**config.mk**
```make
export PLATFORM = sky130hd
export DESIGN_NAME = stencil_1d_reduce
export DESIGN_NICKNAME = d
export VERILOG_FILES = /design/src/rtl/stencil_1d_reduce.sv
export SDC_FILE = /design/constraint.sdc
export NUM_CORES = 1
export LEC_CHECK = 0
export ABC_AREA = 1
export CAP_MARGIN = 40
export CORE_AREA = 2 2 126 128
export DETAILED_ROUTE_END_ITERATION = 12
export DIE_AREA = 0 0 128 130
export GPL_ROUTABILITY_DRIVEN = 0
export PLACE_DENSITY = 0.81
export SYNTH_ARGS = -nofsm -noshare
export SYNTH_HDL_FRONTEND = slang
export SYNTH_SLANG_ARGS = --single-unit
```
**constraint.sdc**
```tcl
create_clock -name clk -period 2.9 [get_ports clk]
set_clock_uncertainty 0.1 [all_clocks]
set_input_delay 0.58 -clock clk [delete_from_list [all_inputs] [get_ports clk]]
set_output_delay 0.58 -clock clk [all_outputs]
set_load 0.05 [all_outputs]
```
**src/rtl/stencil_1d_reduce.sv**
```systemverilog
// stencil_1d_reduce: scans [lb,ub) of a memref through an HIR read port and
// reports signed sum, max, first-max address and element count.
module stencil_1d_reduce #(
  parameter int DATA_W = 32,
  parameter int ADDR_W = 6,
  parameter int DEPTH  = 64
) (
  input  logic                       clk,
  input  logic                       rst,
  input  logic                       tstart,
  input  logic [ADDR_W-1:0]          lb,
  input  logic [ADDR_W:0]            ub,
  output logic [ADDR_W-1:0]          v0_addr,
  output logic                       v0_rd_en,
  input  logic [DATA_W-1:0]          v0_rd_data,
  output logic [DATA_W+ADDR_W:0]     sum,
  output logic [DATA_W-1:0]          max,
  output logic [ADDR_W-1:0]          max_idx,
  output logic [ADDR_W:0]            count,
  output logic                       busy,
  output logic                       tdone
);
  localparam int SW = DATA_W + ADDR_W + 1;
  localparam logic [ADDR_W:0]   DEPTH_L = (ADDR_W+1)'(DEPTH);
  localparam logic [ADDR_W:0]   ONE_C   = 1;
  localparam logic [ADDR_W-1:0] ONE_A   = 1;
  localparam logic [DATA_W-1:0] MIN_V   = {1'b1, {(DATA_W-1){1'b0}}};
  typedef enum logic [1:0] {IDLE, READ, DRAIN, DONE} state_t;
  state_t              r_state;
  logic [ADDR_W-1:0]   r_addr, r_vaddr, r_max_idx;
  logic [ADDR_W:0]     r_ub, r_count;
  logic                r_rd_en, r_vld, r_tdone;
  logic [SW-1:0]       r_sum;
  logic [DATA_W-1:0]   r_max;
  logic                w_empty, w_last, w_gt;
  logic [SW-1:0]       w_ext;
  assign w_empty = ({1'b0, lb} >= ub) || (ub > DEPTH_L);
  assign w_last  = ({1'b0, r_addr} + ONE_C) == r_ub;
  assign w_ext   = {{(ADDR_W+1){v0_rd_data[DATA_W-1]}}, v0_rd_data};
  assign w_gt    = $signed(v0_rd_data) > $signed(r_max);
  // r_vld/r_vaddr shadow the previous cycle's read so data and address line up
  always_ff @(posedge clk) begin
    if (rst) begin
      r_state   <= IDLE;
      r_addr    <= '0;
      r_vaddr   <= '0;
      r_ub      <= '0;
      r_rd_en   <= 1'b0;
      r_vld     <= 1'b0;
      r_tdone   <= 1'b0;
      r_sum     <= '0;
      r_count   <= '0;
      r_max     <= MIN_V;
      r_max_idx <= '0;
    end else begin
      r_tdone <= 1'b0;
      r_vld   <= r_rd_en;
      r_vaddr <= r_addr;
      if (r_vld) begin
        r_sum   <= r_sum + w_ext;
        r_count <= r_count + ONE_C;
        if (w_gt) begin
          r_max     <= v0_rd_data;
          r_max_idx <= r_vaddr;
        end
      end
      case (r_state)
        IDLE, DONE: begin
          r_state <= IDLE;
          if (tstart) begin
            r_ub      <= ub;
            r_sum     <= '0;
            r_count   <= '0;
            r_max     <= MIN_V;
            r_max_idx <= '0;
            if (w_empty) begin
              r_state <= DONE;
              r_tdone <= 1'b1;
            end else begin
              r_state <= READ;
              r_rd_en <= 1'b1;
              r_addr  <= lb;
            end
          end
        end
        READ: begin
          if (w_last) begin
            r_state <= DRAIN;
            r_rd_en <= 1'b0;
            r_addr  <= '0;
          end else begin
            r_addr <= r_addr + ONE_A;
          end
        end
        DRAIN: begin
          r_state <= DONE;
          r_tdone <= 1'b1;
        end
        default: r_state <= IDLE;
      endcase
    end
  end
  assign v0_addr  = r_addr;
  assign v0_rd_en = r_rd_en;
  assign sum      = r_sum;
  assign max      = r_max;
  assign max_idx  = r_max_idx;
  assign count    = r_count;
  assign busy     = r_state != IDLE;
  assign tdone    = r_tdone;
endmodule

```
==> results of run 1 <==
## Yosys cell counts (all sizes together)
cell type | instances | area [µm²]
clkinv | 1 | 3.75
nor3b | 1 | 7.51
or2 | 7 | 43.8
o21ai | 66 | 330
a31oi | 1 | 6.26
o21a | 8 | 60.1
and3 | 1 | 6.26
dfxtp | 108 | 2160
ha | 81 | 1010
buf | 23 | 143
o211ai | 9 | 67.6
clkbuf | 16 | 60.1
nand2 | 292 | 1100
o31ai | 1 | 7.51
o311ai | 1 | 8.76
nor2 | 196 | 738
xnor2 | 4 | 35.0
a21o | 2 | 15.0
o21bai | 10 | 75.1
fa | 1 | 20.0
nand3 | 100 | 505
a211oi | 1 | 7.51
and2 | 1 | 6.26
xor2 | 19 | 166
inv | 207 | 777
nor3 | 9 | 45.0
nand4 | 12 | 75.1
a21oi | 121 | 606
## area by class of cell
| class | instances | area (µm²) | share of cell area |
|---|---|---|---|
| multi-input combinational | 944 | 4960 | 0.475 |
| sequential | 108 | 2160 | 0.207 |
| timing repair buffer | 215 | 2010 | 0.193 |
| inverter | 208 | 781 | 0.0747 |
| tap | 192 | 240 | 0.0230 |
| clock buffer | 9 | 225 | 0.0216 |
| clock inverter | 7 | 58.8 | 0.00563 |
## through the flow
stage                     total power [mW]  utilization
after global routing                  6.30        0.677
after global placement                4.62        0.659
final                                 5.90        0.677
after detailed placement              4.69        0.659
after CTS                             5.91        0.677
after floorplan                       3.78            -
## metal layers
layer | vias up | global-route usage
met2 | 267 | 0.492
met4 | 0 | 0.0957
met1 | 3965 | 0.335
met5 | - | 0
met3 | 34 | 0.0488
li1 | 4514 | -
## power by group
group	switching (mW)	internal (mW)	total, mW
registers	0.191	1.68	1.87
logic	1.79	1.02	2.81
clock network	0.622	0.598	1.22
## cells by family after synthesis
logic type / Yosys count / share of synthesized area
AND/OR/NAND/NOR: 619 / 0.312
buffers and inverters: 247 / 0.122
AO/OA/AOI/OAI: 220 / 0.146
flip-flops: 108 / 0.267
adder cells (fa/ha/maj): 82 / 0.128
XOR/XNOR: 23 / 0.0249
## cells in the final DEF, fill, tap and decap left out, types with 2 or more instances in the layout
cell / instances
ha_1: 81
buf_12: 4
a21o_1: 2
nand3_1: 99
xnor2_1: 4
or2_2: 7
nand2_1: 291
inv_6: 4
o21ai_1: 9
o21ai_0: 57
nand4_1: 12
dfxtp_1: 107
o211ai_1: 9
a21oi_1: 121
o21a_1: 8
xor2_1: 19
nor3_1: 9
buf_4: 71
o21bai_1: 10
inv_1: 207
clkdlybuf4s50_1: 140
clkinvlp_4: 2
nor2_1: 195
clkbuf_16: 9
## worst max path at each step
stage / startpoint / to / slack [ns] / cells after the start
3_3_place_gp: v0_rd_data[0] / sum[28]$_SDFF_PP0_ / -0.09 / 14
4_1_cts: v0_rd_data[0] / sum[32]$_SDFF_PP0_ / 0.17 / 14
6_report: v0_rd_data[0] / sum[32]$_SDFF_PP0_ / 0.24 / 14
3_5_place_dp: v0_rd_data[0] / sum[32]$_SDFF_PP0_ / -0.21 / 14
5_1_grt: v0_rd_data[0] / sum[24]$_SDFF_PP0_ / 0.03 / 14
2_1_floorplan: sum[0]$_SDFF_PP0_ / sum[28]$_SDFF_PP0_ / 0.42 / 13
## registers in the layout, summed over array words and instances, names as in the netlist, 2 cells and up
signal,count
r_ub,7
sum,39
r_vaddr,6
v0_addr,6
max,32
max_idx,6
r_state,2
count,7
## critical path: cells and delay by family
kind	cells	cell delay, ns
AOI/OAI and AO/OA	1	0.21
buffers and inverters	3	0.62
adders and majority gates	2	0.60
and+or+nand+nor	8	0.80
==> metrics.txt, run 1 <==
first-pass GRT wire length=37.4 mm; Hold Path Cell Cnt=2; HP Class=reg2reg; CP Class=in2reg; Crit Path Max Fanout=3; Worst Min Path Start=v0_rd_en$_SDFFE_PP0P_; met3 wire len=1.51 mm; Max clock buf depth=2; Final Worst Setup Slack=0.239 ns; placed inst area=0.0102 mm²; Setup crit end kind=flop; reg-to-reg slack, setup=0.57 ns; DR WL/cell=13.4 µm; ant diodes=0; RSZ-0062 raised after global routing=false; DP HPWL=17.7 mm; grt total ovfl=0; drt via density=5.22; DRC viols=0; layout net count=1616; Final Cell Area=0.0104 mm²; vias in the first global route=8304; share of post-route cells with drive strength above 1=0.0691; DP Worst Slack=-0.209 ns; final hold vios=0; status=finished clean; maxcap violations=0; initial core utilization=0.524; routed wl met2=10.8 mm; Fillers=1381; clk sink count=108; M1 WL=9.76 mm; Reg2Reg Capture Point=v0_addr[3]$_SDFFE_PP0P_; PostCTS Resize Cnt=0; area grow syn2layout=29.1%; Vias=8780; H-tree depth=3; DRT Pass-1 Iters=6; TritonCTS clock tree=yes; worst-path cell chain=clkdlybuf4s50_1 -> ha_1 -> inv_1 -> fa_1 -> o21ai_1 -> nand3_1 -> nand3_1 -> nand2_1 -> nand2_1 -> nand2_1 -> nand3_1 -> nand3_1 -> nand2_1 -> inv_1; Die Footprint=0.0166 mm²; Seq/Total Area, Yosys=0.267; final period utilization=0.918; Period minus WS final=2.66 ns; Post-Syn Nets=1429; fin. max-slew vios=0; R2R depth=11; port bufs=140; Leak=5.02 nW; Synth Warn #=0; hold_buf cts=0; Die Span Y=130 µm; Synth Area per Inst=6.23 µm²; Layout Cells excl Fill=1683; Final Hold Slack=0.354 ns; measured slew at the worst slew-check pin=0.554 ns; WHS Endpoint=r_vld$_SDFF_PP0_; row count=46; slew margin rel.=0.630; clock latency on the worst-skew pair=0.36 ns; Reg clk slew, reported paths=0.08 ns; crit path DAT=2.83 ns; Total Wirelength=22.5 mm; CTS root buf=clkbuf_16; Max Fclk=376 MHz; cell count after placement=1667; Max stage delay on crit path=0.52 ns; Mapped Area=0.00809 mm²; Post-CTS Setup Inserts=0; die width=128 µm; final setup TNS=0 ns; Setup-failing EPs final=0; initial antenna violation count=0; VDD IR max=638 µV; Synth cell types=35; worst reg2reg startpoint=v0_addr[0]$_SDFFE_PP0P_; Detail Route Antenna Nets=0; synthesis-stage register bit count=108; max layer used=met4; initial drt markers=466; largest net degree at the start of global routing=54; CP Launch Type=input port; Worst EP required=3.07 ns; PwrDens=565 mW/mm²; GRT Overall Usage=0.275; CTS Buf Count=9; Crit-path slowest cell=clkdlybuf4s50_1; I/O pin cnt=141; cells after synthesis=1299; core area=0.0154 mm²
Note: power is estimated with default switching activity, not from simulation.
==> run 2, diff against run 1 <==
--- a/config.mk
+++ b/config.mk
@@ -15,3 +15,4 @@
 export SYNTH_ARGS = -nofsm -noshare
 export SYNTH_HDL_FRONTEND = slang
 export SYNTH_SLANG_ARGS = --single-unit
+export TNS_END_PERCENT = 50
==> results of run 2 <==
No change in the layout: final DEF, timing and power equal those of run 1.
